`config.mk`:
```
export PLATFORM = sky130hd
export DESIGN_NAME = seven_seg_mux
export DESIGN_NICKNAME = d
export VERILOG_FILES = /design/src/rtl/seven_seg_pkg.sv /design/src/rtl/hex_to_seg.sv /design/src/rtl/seven_seg_mux.sv
export SDC_FILE = /design/constraint.sdc
export NUM_CORES = 1
export LEC_CHECK = 0
export BUFFER_PORTS_ARGS = -buffer_cell sky130_fd_sc_hd__buf_2
export CAP_MARGIN = 25
export CORE_ASPECT_RATIO = 1.25
export CORE_UTILIZATION = 26
export DETAILED_ROUTE_END_ITERATION = 16
export HOLD_SLACK_MARGIN = 0.05
export PLACE_DENSITY = 0.54
export SYNTH_ARGS = -nofsm -noshare
export SYNTH_HDL_FRONTEND = slang
export SYNTH_SLANG_ARGS = --single-unit
```
`constraint.sdc`:
```
create_clock -name clk -period 5.65 [get_ports clk]
set_input_delay 0.565 -clock clk [delete_from_list [all_inputs] [get_ports clk]]
set_output_delay 0.565 -clock clk [all_outputs]
set_load 0.02 [all_outputs]
```
`src/rtl/seven_seg_pkg.sv`:
```
// Shared constants for the seven-segment display mux: active-low hex glyphs {g,f,e,d,c,b,a},
// the all-dark segment pattern and the largest supported digit count.
package seven_seg_pkg;

  localparam int MAX_DIGITS = 8;

  localparam logic [6:0] SEG_OFF = 7'h7F;

  // Index = nibble value; b and d are the lowercase forms so they differ from 8 and 0.
  localparam logic [6:0] SEG_GLYPH [16] = '{
    7'h40, 7'h79, 7'h24, 7'h30,
    7'h19, 7'h12, 7'h02, 7'h78,
    7'h00, 7'h10, 7'h08, 7'h03,
    7'h46, 7'h21, 7'h06, 7'h0E
  };

endpackage

```
`src/rtl/hex_to_seg.sv`:
```
// Combinational nibble to active-low seven-segment glyph lookup.
module hex_to_seg
  import seven_seg_pkg::*;
(
  input  logic [3:0] nibble,
  output logic [6:0] glyph
);

  assign glyph = SEG_GLYPH[nibble];

endmodule

```
`src/rtl/seven_seg_mux.sv`:
```
// Time-multiplexed seven-segment driver with per-frame input snapshot and leading-zero blanking.
// Define SEVEN_SEG_MUX_DIM_EN to add PWM brightness control through the bright input.
module seven_seg_mux
  import seven_seg_pkg::*;
#(
  parameter int   DIGITS      = 4,
  parameter int   PRESCALE    = 100000,
  parameter logic LZB_DEFAULT = 1'b0
) (
  input  logic                  clk,
  input  logic                  reset,
  input  logic [4*DIGITS-1:0]   value,
  input  logic [DIGITS-1:0]     dp_in,
  input  logic [DIGITS-1:0]     blank,
  input  logic                  lzb_en,
  input  logic [3:0]            bright,
  output logic [DIGITS-1:0]     anode,
  output logic [6:0]            seg,
  output logic                  dp,
  output logic                  frame_start
);

  localparam int CW = $clog2(PRESCALE);
  localparam int IW = (DIGITS > 1) ? $clog2(DIGITS) : 1;
  localparam logic [CW-1:0] CNT_LAST = CW'(PRESCALE - 1);
  localparam logic [IW-1:0] IDX_LAST = IW'(DIGITS - 1);

  logic [CW-1:0]       cnt;
  logic [IW-1:0]       idx;
  logic                tick;
  logic                frame_tick;

  logic [4*DIGITS-1:0] snap_value;
  logic [DIGITS-1:0]   snap_dp;
  logic [DIGITS-1:0]   snap_blank;
  logic                snap_lzb;

  logic [DIGITS-1:0]   zero_from;
  logic [3:0]          nibble;
  logic                slot_blank;
  logic                slot_dp;
  logic                slot_zero;
  logic                dark;
  logic                lit;
  logic [6:0]          glyph;

  logic [DIGITS-1:0]   anode_d;
  logic [6:0]          seg_d;
  logic                dp_d;

  assign tick       = (cnt == CNT_LAST);
  assign frame_tick = tick && (idx == IDX_LAST);

  always_ff @(posedge clk or posedge reset) begin
    if (reset) begin
      cnt <= '0;
      idx <= '0;
    end else if (tick) begin
      cnt <= '0;
      idx <= (idx == IDX_LAST) ? '0 : idx + 1'b1;
    end else begin
      cnt <= cnt + 1'b1;
    end
  end

  // Inputs are frozen for a whole frame so a mid-frame update never tears the display.
  always_ff @(posedge clk or posedge reset) begin
    if (reset) begin
      snap_value <= '0;
      snap_dp    <= '0;
      snap_blank <= '0;
      snap_lzb   <= LZB_DEFAULT;
    end else if (frame_tick) begin
      snap_value <= value;
      snap_dp    <= dp_in;
      snap_blank <= blank;
      snap_lzb   <= lzb_en;
    end
  end

  // zero_from[i]: nibble i and every nibble above it are zero.
  always_comb begin
    zero_from = '0;
    zero_from[DIGITS-1] = (snap_value[4*DIGITS-1 -: 4] == 4'h0);
    for (int i = DIGITS - 2; i >= 0; i--) begin
      zero_from[i] = zero_from[i+1] && (snap_value[4*i +: 4] == 4'h0);
    end
  end

  always_comb begin
    nibble     = '0;
    slot_blank = 1'b0;
    slot_dp    = 1'b0;
    slot_zero  = 1'b0;
    for (int i = 0; i < DIGITS; i++) begin
      if (idx == IW'(i)) begin
        nibble     = snap_value[4*i +: 4];
        slot_blank = snap_blank[i];
        slot_dp    = snap_dp[i];
        slot_zero  = (i != 0) && zero_from[i];
      end
    end
  end

  assign dark = slot_blank || (snap_lzb && slot_zero);

  hex_to_seg u_hex_to_seg (
    .nibble (nibble),
    .glyph  (glyph)
  );

`ifdef SEVEN_SEG_MUX_DIM_EN
  logic [CW+4:0] dim_lhs;
  logic [CW+4:0] dim_rhs;

  // On-time within a slot is (bright+1)/16 of the slot; bright=15 keeps the digit on throughout.
  assign dim_lhs = {1'b0, cnt, 4'b0000};
  assign dim_rhs = (CW+5)'({1'b0, bright} + 5'd1) * (CW+5)'(PRESCALE);
  assign lit     = (dim_lhs < dim_rhs);
`else
  logic unused_bright;

  assign unused_bright = ^bright;
  assign lit           = 1'b1;
`endif

  always_comb begin
    anode_d = '1;
    for (int i = 0; i < DIGITS; i++) begin
      anode_d[i] = !((idx == IW'(i)) && !dark && lit);
    end
    seg_d = dark ? SEG_OFF : glyph;
    dp_d  = dark ? 1'b1 : !slot_dp;
  end

  // Anode, segments and dp share one register stage so they always switch together.
  always_ff @(posedge clk or posedge reset) begin
    if (reset) begin
      anode       <= '1;
      seg         <= SEG_OFF;
      dp          <= 1'b1;
      frame_start <= 1'b0;
    end else begin
      anode       <= anode_d;
      seg         <= seg_d;
      dp          <= dp_d;
      frame_start <= frame_tick;
    end
  end

endmodule

```
==> impl_metrics.tcl, run 1 <==
set metrics [dict create \
    met3_length_um 335 \
    grt_max_degree 58 \
    postPlaceCellArea_um2 3120 \
    rsz0062_at_grt "no" \
    synth_edf_count 0 \
    antenna_found_initial 0 \
    wl_met1_um 2530 \
    drc 0 \
    synth-seq-cells 57 \
    mostFrequentLayoutCells "dfrtp_1, buf_2, nand2_1" \
    fin_ws_ns 2.73 \
    cts_tree "yes" \
    r2r-end "seg[3]" \
    timing.clock.skew_ns 0.00699 \
    grt_pass1_vias 2008 \
    seqCellArea_um2 1440 \
    wl_per_cell_um 13.9 \
    period_needed_ns 2.92 \
    die_area_um2 11300 \
    stdcell_area_um2 3450 \
    startpoint_type "flip-flop" \
    arrival_ns 3.13 \
    path_max_fanout 23 \
    ys.flop_type "dfrtp_1" \
    end_kind "flip-flop" \
    synthCells 247 \
    area_growth_pct 22.3 \
    max_stage_delay_ns 0.71 \
    wl_um 5950 \
    max_slew_margin_pct 40.1 \
    powerDensity_nw_per_um2 296 \
    r2r-start "idx[0]" \
    vias 2008 \
    syn_avg_cell_area_um2 11.4 \
    cap_violations 0 \
    drive_gt1_share_pct 31.2 \
    run_status "finished clean" \
    cts_sinks 57 \
    cpMaxStageDelayCell "ha_1" \
    reg2reg_depth 8 \
    final_nets 332 \
    finalSetupViolCount 0 \
    worst_slew_pin_slew_ns 0.898 \
    dpl.hpwl_um 4270 \
    routed.top_layer "met4" \
    cts_hold_buf 0 \
    fill_cells 1092 \
    netlist_area_um2 2820 \
    die_height_um 119 \
    yosys_warnings 0 \
    clock_latency_ns 0.33 \
    peakVddDrop_mv 0.121 \
    cts_setup_buffers 0 \
    ctsResizeCount 0 \
    grt_pass1_wl_um 10100 \
    postLayoutCoreUtil_pct 32.7 \
    io_buffers 39 \
    gp_congestion 0.765 \
    final_common_cell "dfrtp_1" \
    multi_input_area_um2 1260 \
    synth_seq_area_share_pct 51.0 \
    ant_nets 0 \
    numCtsBuffers 9 \
    fp-row-count 42 \
    grt_util_all_layers_pct 12.0 \
    core_area_um2 10600 \
    num_antenna_cells 0 \
    start_util_pct 26.7 \
    hold_violations 0 \
    cts-root-buf "clkbuf_16" \
    synthDistinctLibCells 44 \
    drt_iter0_drc 64 \
    leakagePower_nw 1.59 \
    timing.fmax_ghz 0.343 \
    gr-total-overflow 0 \
    h-tree-depth 3 \
    path_cells "ha_1 -> a211oi_1 -> a221oi_1 -> inv_1 -> ha_1 -> nor2_1 -> a211oi_1 -> o21ai_0" \
    first_pass_iters 4 \
    wl_met2_um 2980 \
    dp_slack_ns 2.71 \
    crit_required_ns 5.87 \
    clockBufferDepth 2 \
    period_share_pct 51.6 \
    path_clk_slew_ns 0.05 \
    regToRegSetupSlack_ns 2.73 \
    synthArstFlopShare_pct 100 \
    drv_slew 0 \
    crit_type "flip-flop to flip-flop" \
    cp-startpoint "idx[0]" \
    num_io_pins 44 \
    tns_ns 0 \
    fp.dieW_um 95.2 \
    viasPerCell 4.70 \
    hp-class "input port to async pin" \
    synth_nets 289 \
]
==> through the flow <==
step,hold slack (ns),std cells,total power [mW]
after detailed placement,0.483,411,0.436
after global routing,0.459,427,1.06
final,0.438,427,1.02
after floorplan,0.451,247,0.422
after global placement,0.472,410,0.436
after CTS,0.445,427,1.04
==> registers in the layout, summed over array words and instances (netlist names) <==
| signal | flops |
|---|---|
| anode | 4 |
| cnt | 17 |
| dp | 1 |
| frame_start | 1 |
| idx | 2 |
| seg | 7 |
| snap_blank | 4 |
| snap_dp | 4 |
| snap_lzb | 1 |
| snap_value | 16 |
==> worst max-delay path: cells and delay by family (launching register included) <==
| kind | cells | cell delay [ns] |
|---|---|---|
| adders and majority gates | 2 | 1.07 |
| AOI/OAI and AO/OA | 4 | 1.05 |
| DFF | 1 | 0.39 |
| buffers and inverters | 1 | 0.23 |
| and+or+nand+nor | 1 | 0.05 |
==> cell usage after synthesis (4+ instances only) <==
library cell	number	share of area, %
a21oi_1	9	1.6
o21ai_0	13	2.3
mux2_2	5	2.0
dfrtp_1	45	40
mux2_1	6	2.4
a211oi_1	5	1.3
nor2_1	15	2.0
nand2_1	20	2.7
nor3_1	4	0.71
buf_2	5	0.89
nand3_1	13	2.3
xor2_1	8	2.5
mux2_4	10	5.3
o221ai_1	5	1.6
dfstp_2	12	11
inv_1	11	1.5
nand3b_1	5	1.3
xnor2_1	7	2.2
ha_1	11	4.9
==> metal layers <==
metal / global-route usage (%) / vias up
met4: 4.83 / 0
met1: 14.2 / 989
li1: - / 965
met5: 0 / -
met2: 19.2 / 43
met3: 4.76 / 11
==> worst max-delay path by stage <==
stage / end
2_1_floorplan: seg[3]
3_3_place_gp: seg[3]
3_5_place_dp: seg[3]
4_1_cts: seg[3]
5_1_grt: seg[3]
6_report: seg[3]
==> final cells by class <==
cell class | instances | area share, %
clock buffers | 11 | 7.32
clock inverters | 5 | 2.25
inverters | 11 | 1.20
multi-input cells | 169 | 36.4
flip-flops and latches | 57 | 41.7
well taps | 132 | 4.78
repair buffers | 42 | 6.30
==> cell families (layout without fill, tap and decap cells) <==
kind of cell / after synthesis / in the layout / synth area share, %
mux: 22 / 22 / 10.1
compound gates: 37 / 37 / 8.55
xor+xnor: 15 / 15 / 4.65
buf+inv: 21 / 69 / 4.39
flops: 57 / 57 / 51.0
simple gates: 84 / 84 / 16.4
fa+ha+maj: 11 / 11 / 4.87
==> power by group <==
part	leakage [nW]	switching, mW	internal (mW)
sequential	0.718	0	0.409
clock	0.162	0.186	0.408
combinational	0.705	0.0118	0.00705
total	1.59	0.198	0.824
Note: power is estimated with default switching activity, not from simulation.
==> run 2, diff against run 1 <==
clock period = 2.7 ns   (was 5.65 ns; I/O delays follow)
==> run 2 against run 1 <==
  * Worst setup slack worse by 2.4 ns
  * First-iteration DRC count decreased by 13%
  * Combinational power up 120%
  * Global-route usage increased by 0.12 points
  * Flip-flop and latch count is the same
  * Critical path type unchanged
  * Largest cell class unchanged
==> impl_metrics.tcl, run 2 (synthesis gave the netlist of run 1 again) <==
set metrics [dict create \
    cts_hold_buf 1 \
    fin_ws_ns 0.342 \
    crit_type "flip-flop to flip-flop" \
    start_util_pct 26.7 \
    run_status "finished clean" \
    power_mw 2.09 \
    drv_slew 0 \
    viasPerCell 4.67 \
    leakagePower_nw 1.64 \
    worst_slew_pin_slew_ns 0.685 \
    cts-root-buf "clkbuf_16" \
    cpMostUsedCell "inv_1" \
    wl_um 6150 \
    path_cells "inv_1 -> ha_1 -> buf_4 -> a21oi_1 -> o21ai_0 -> a22oi_1 -> inv_1 -> ha_1 -> inv_1 -> nor2_1 -> a21oi_1 -> o221ai_1" \
    grt_util_all_layers_pct 12.1 \
    multi_input_area_um2 1260 \
    gr-total-overflow 0 \
    cpMaxStageDelayCell "dfrtp_1" \
    period_needed_ns 2.36 \
    core_area_um2 10600 \
    die_height_um 119 \
    power.net_switching_mw 0.420 \
    end_kind "flip-flop" \
    fp.dieW_um 95.2 \
    clockBufferDepth 2 \
    regToRegSetupSlack_ns 0.34 \
    max_stage_delay_ns 0.39 \
    timing.fmax_ghz 0.424 \
    die_area_um2 11300 \
    first_pass_iters 4 \
    grt_max_degree 22 \
    cts_tree "yes" \
    final_common_cell "dfrtp_1" \
    path_clk_slew_ns 0.05 \
    final_nets 344 \
    hold_violations 0 \
    period_share_pct 87.3 \
    postLayoutCoreUtil_pct 33.4 \
    drc 0 \
    area_growth_pct 24.9 \
    netSwitchingFraction_pct 20.0 \
    mostFrequentLayoutCells "dfrtp_1, buf_2, nand2_1" \
    gp_congestion 0.802 \
    crit_required_ns 2.93 \
    ant_nets 0 \
    h-tree-depth 3 \
    io_buffers 39 \
    cts_setup_buffers 0 \
    startpoint_type "flip-flop" \
    r2r-start "idx[0]" \
    tns_ns 0 \
    p_int_mw 1.67 \
    max_slew_margin_pct 54.3 \
    fp-row-count 42 \
    arrival_ns 2.59 \
    cts_sinks 57 \
    fill_cells 1060 \
    top_regs "cnt: 17 flops, snap_value: 16 flops, seg: 7 flops" \
    seqCellArea_um2 1440 \
    vias 2049 \
    numCtsBuffers 9 \
    peakVddDrop_mv 0.345 \
    pwr-share-seq_pct 40.9 \
    num_io_pins 44 \
    path_max_fanout 10 \
    timing.clock.skew_ns 0.00577 \
    dp_slack_ns 0.412 \
    p_clk_share_pct 57.1 \
    r2r-end "seg[6]" \
    hp-class "input port to flip-flop" \
    grt_pass1_vias 2111 \
    reg2reg_depth 12 \
    finalSetupViolCount 0 \
    hold_slack_ns 0.170 \
    grt_pass1_wl_um 10200 \
    dpl.hpwl_um 4590 \
    powerDensity_nw_per_um2 593 \
    largest_reg_flops 17 \
    antenna_found_initial 0 \
    rsz0062_at_grt "no" \
    power_frac_comb_pct 2.0 \
    timing.critical_path.to "seg[6]" \
    regMostFlops "cnt" \
    num_antenna_cells 0 \
    drt_iter0_drc 56 \
    cp-startpoint "idx[0]" \
    ctsResizeCount 0 \
    clock_latency_ns 0.33 \
    cap_violations 0 \
    drive_gt1_share_pct 33.2 \
    wl_per_cell_um 14.0 \
]
run 2: changes by cell type in the layout (fill, tap and decap cells not counted):
cell / change
clkbuf_8: -2
dlygate4sd3_1: +1
clkbuf_1: +1
clkinv_2: +1
buf_4: +11
run 2: area by class of cell:
class | count | area share, %
Clock inverter | 6 | 2.34
Tap cell | 132 | 4.68
Inverter | 11 | 1.17
Timing Repair Buffer | 54 | 8.79
Clock buffer | 10 | 6.49
Multi-Input combinational cell | 169 | 35.7
Sequential cell | 57 | 40.9
run 2: per-layer routing:
layer | global-route usage, % | vias up | share of wire, % | wire [um]
met5 | 0 | - | 0 | 0
met4 | 6.53 | 0 | 2.2 | 138
met3 | 3.93 | 13 | 3.8 | 231
met2 | 19.6 | 44 | 51 | 3110
met1 | 14.0 | 1005 | 43 | 2670
li1 | - | 987 | - | -
run 2: worst min path at each step:
stage          startpoint             end  cells after the start  slack (ns)
2_1_floorplan    value[3]   snap_value[3]                      1        0.40
3_3_place_gp        reset         cnt[14]                      2        0.29
3_5_place_dp        reset         cnt[12]                      2        0.30
4_1_cts          dp_in[3]      snap_dp[3]                      2        0.16
5_1_grt         value[10]  snap_value[10]                      2        0.16
6_report         dp_in[0]      snap_dp[0]                      2        0.17
run 2: power groups by stage:
stage	sequential (mW)	combinational (mW)	clock, mW
floorplan	0.870	0.0129	0
global placement	0.870	0.0428	0
detailed placement	0.870	0.0436	0
CTS	0.856	0.0449	1.23
global route	0.855	0.0479	1.26
finish	0.856	0.0424	1.20
run 2: stage by stage:
step	cells	instance area, um2
finish	439	3530
global route	439	3530
CTS	439	3530
detailed placement	422	3210
global placement	422	3210
floorplan	247	2820
run 2: critical path: cells and delay by family, from the launching register on:
kind	cells	cell delay [ns]
simple gates	1	0.07
buf+inv	4	0.50
compound gates	5	0.75
flops	1	0.39
fa+ha+maj	2	0.54
==> run 3, diff against run 2 <==
CAP_MARGIN = unset   (was 25)
CORE_UTILIZATION = 30   (was 26)
PLACE_DENSITY = 0.59   (was 0.54)
==> run 3 against run 2 <==
  * Non-clock buffer count shrank 3
  * Final cell count down 2.7%
  * Global-route usage increased by 1.1 points
  * Combinational power down 9.0%
  * Power is 2.6% lower
  * First-iteration DRC count rose by 45%
  * Maximum frequency increased by 3.0%
  * Die area down 13%
  * Flip-flop and latch count is the same
==> impl_metrics.tcl, run 3 (synthesis gave the netlist of run 1 again) <==
set metrics [dict create \
    viasPerCell 4.68 \
    num_io_pins 44 \
    drive_gt1_share_pct 33.2 \
    fp-row-count 39 \
    path_clk_slew_ns 0.06 \
    timing.fmax_ghz 0.437 \
    hp-class "input port to flip-flop" \
    ant_nets 0 \
    drv_slew 0 \
    wl_per_cell_um 13.3 \
    gp_congestion 0.837 \
    leakagePower_nw 1.63 \
    power_frac_comb_pct 1.9 \
    grt_pass1_wl_um 9670 \
    period_needed_ns 2.29 \
    end_kind "flip-flop" \
    hold_slack_ns 0.162 \
    grt_max_degree 51 \
    antenna_found_initial 0 \
    cts-root-buf "clkbuf_16" \
    path_max_fanout 22 \
    worst_slew_pin_slew_ns 1.05 \
    grt_pass1_vias 2046 \
    cts_hold_buf 0 \
    core_area_um2 9130 \
    max_slew_margin_pct 30.1 \
    numCtsBuffers 9 \
    power.net_switching_mw 0.438 \
    timing.clock.skew_ns 0.00666 \
    cts_sinks 57 \
    largest_reg_flops 17 \
    multi_input_area_um2 1260 \
    gr-total-overflow 0 \
    drt_iter0_drc 81 \
    top_regs "cnt: 17 flops, snap_value: 16 flops, seg: 7 flops" \
    startpoint_type "flip-flop" \
    pwr-share-seq_pct 42.0 \
    p_clk_share_pct 56.2 \
    final_common_cell "dfrtp_1" \
    finalSetupViolCount 0 \
    wl_um 5670 \
    dpl.hpwl_um 4290 \
    run_status "finished clean" \
    crit_required_ns 2.91 \
    hold_violations 0 \
    clock_latency_ns 0.33 \
    final_nets 341 \
    fp.dieW_um 88.8 \
    p_int_mw 1.60 \
    drc 0 \
    peakVddDrop_mv 0.280 \
    fill_cells 918 \
    mostFrequentLayoutCells "dfrtp_1, buf_2, nand2_1" \
    vias 1999 \
    powerDensity_nw_per_um2 582 \
    clockBufferDepth 2 \
    area_growth_pct 24.1 \
    io_buffers 39 \
    cap_violations 0 \
    regMostFlops "cnt" \
    netSwitchingFraction_pct 21.5 \
    die_area_um2 9810 \
    crit_type "flip-flop to flip-flop" \
    grt_util_all_layers_pct 13.3 \
    arrival_ns 2.50 \
    die_height_um 110 \
    num_antenna_cells 0 \
    start_util_pct 30.9 \
    period_share_pct 84.8 \
    cts_tree "yes" \
    seqCellArea_um2 1440 \
    ctsResizeCount 0 \
    h-tree-depth 3 \
    first_pass_iters 4 \
    tns_ns 0 \
    cts_setup_buffers 0 \
    rsz0062_at_grt "no" \
]
run 3: path summary, 6_finish.rpt:
| path | start | endpoint | slack (ns) | depth (start not counted) |
|---|---|---|---|---|
| worst max-delay path | cnt[0] | snap_value[2] | 0.41 | 7 |
| worst min-delay path | value[8] | snap_value[8] | 0.16 | 2 |
| worst max register to register | cnt[0] | snap_value[2] | 0.41 | 7 |
| worst min register to register | cnt[0] | cnt[0] | 0.48 | 1 |
| max in group asynchronous | reset | seg[2] | 1.71 | 3 |
| min in group asynchronous | reset | cnt[2] | 0.20 | 2 |
run 3: final cells by class:
type	count	area share [%]
inverters	11	1.18
well taps	123	4.39
flip-flops and latches	57	41.1
repair buffers	51	8.50
multi-input cells	169	35.9
clock inverters	7	2.43
clock buffers	9	6.43
run 3: per-stage QoR:
stage	setup WS, ns	std cells	total power, mW	instance area [um2]	utilization (%)
after floorplan	0.436	247	0.883	2820	-
after global placement	0.454	411	0.911	3190	35.0
after global routing	0.197	427	2.11	3500	38.4
after CTS	0.382	427	2.07	3500	38.4
final	0.411	427	2.04	3500	38.4
after detailed placement	0.406	411	0.911	3190	35.0
run 3: power groups by stage:
stage / clock network [mW] / registers (mW) / logic, mW
after floorplan: 0 / 0.870 / 0.0129
after global placement: 0 / 0.870 / 0.0405
after detailed placement: 0 / 0.870 / 0.0407
after CTS: 1.18 / 0.856 / 0.0409
after global routing: 1.21 / 0.855 / 0.0450
final: 1.15 / 0.856 / 0.0386
run 3: per-layer routing:
layer / vias up / GRT usage [%] / part of all wire (%)
met3: 11 / 3.21 / 3.5
met4: 0 / 7.10 / 2.5
met5: - / 0 / 0
met2: 38 / 21.7 / 51
met1: 968 / 15.7 / 43
li1: 982 / - / -
run 3: worst max-delay path, stage by stage, from the launching register on:
cell and delay [ns]:
dfrtp_1 0.38, ha_1 0.25, and4_4 0.26, nand2_4 0.07
nor3_4 0.27, and2_1 0.35, buf_12 0.22, mux2_2 0.35
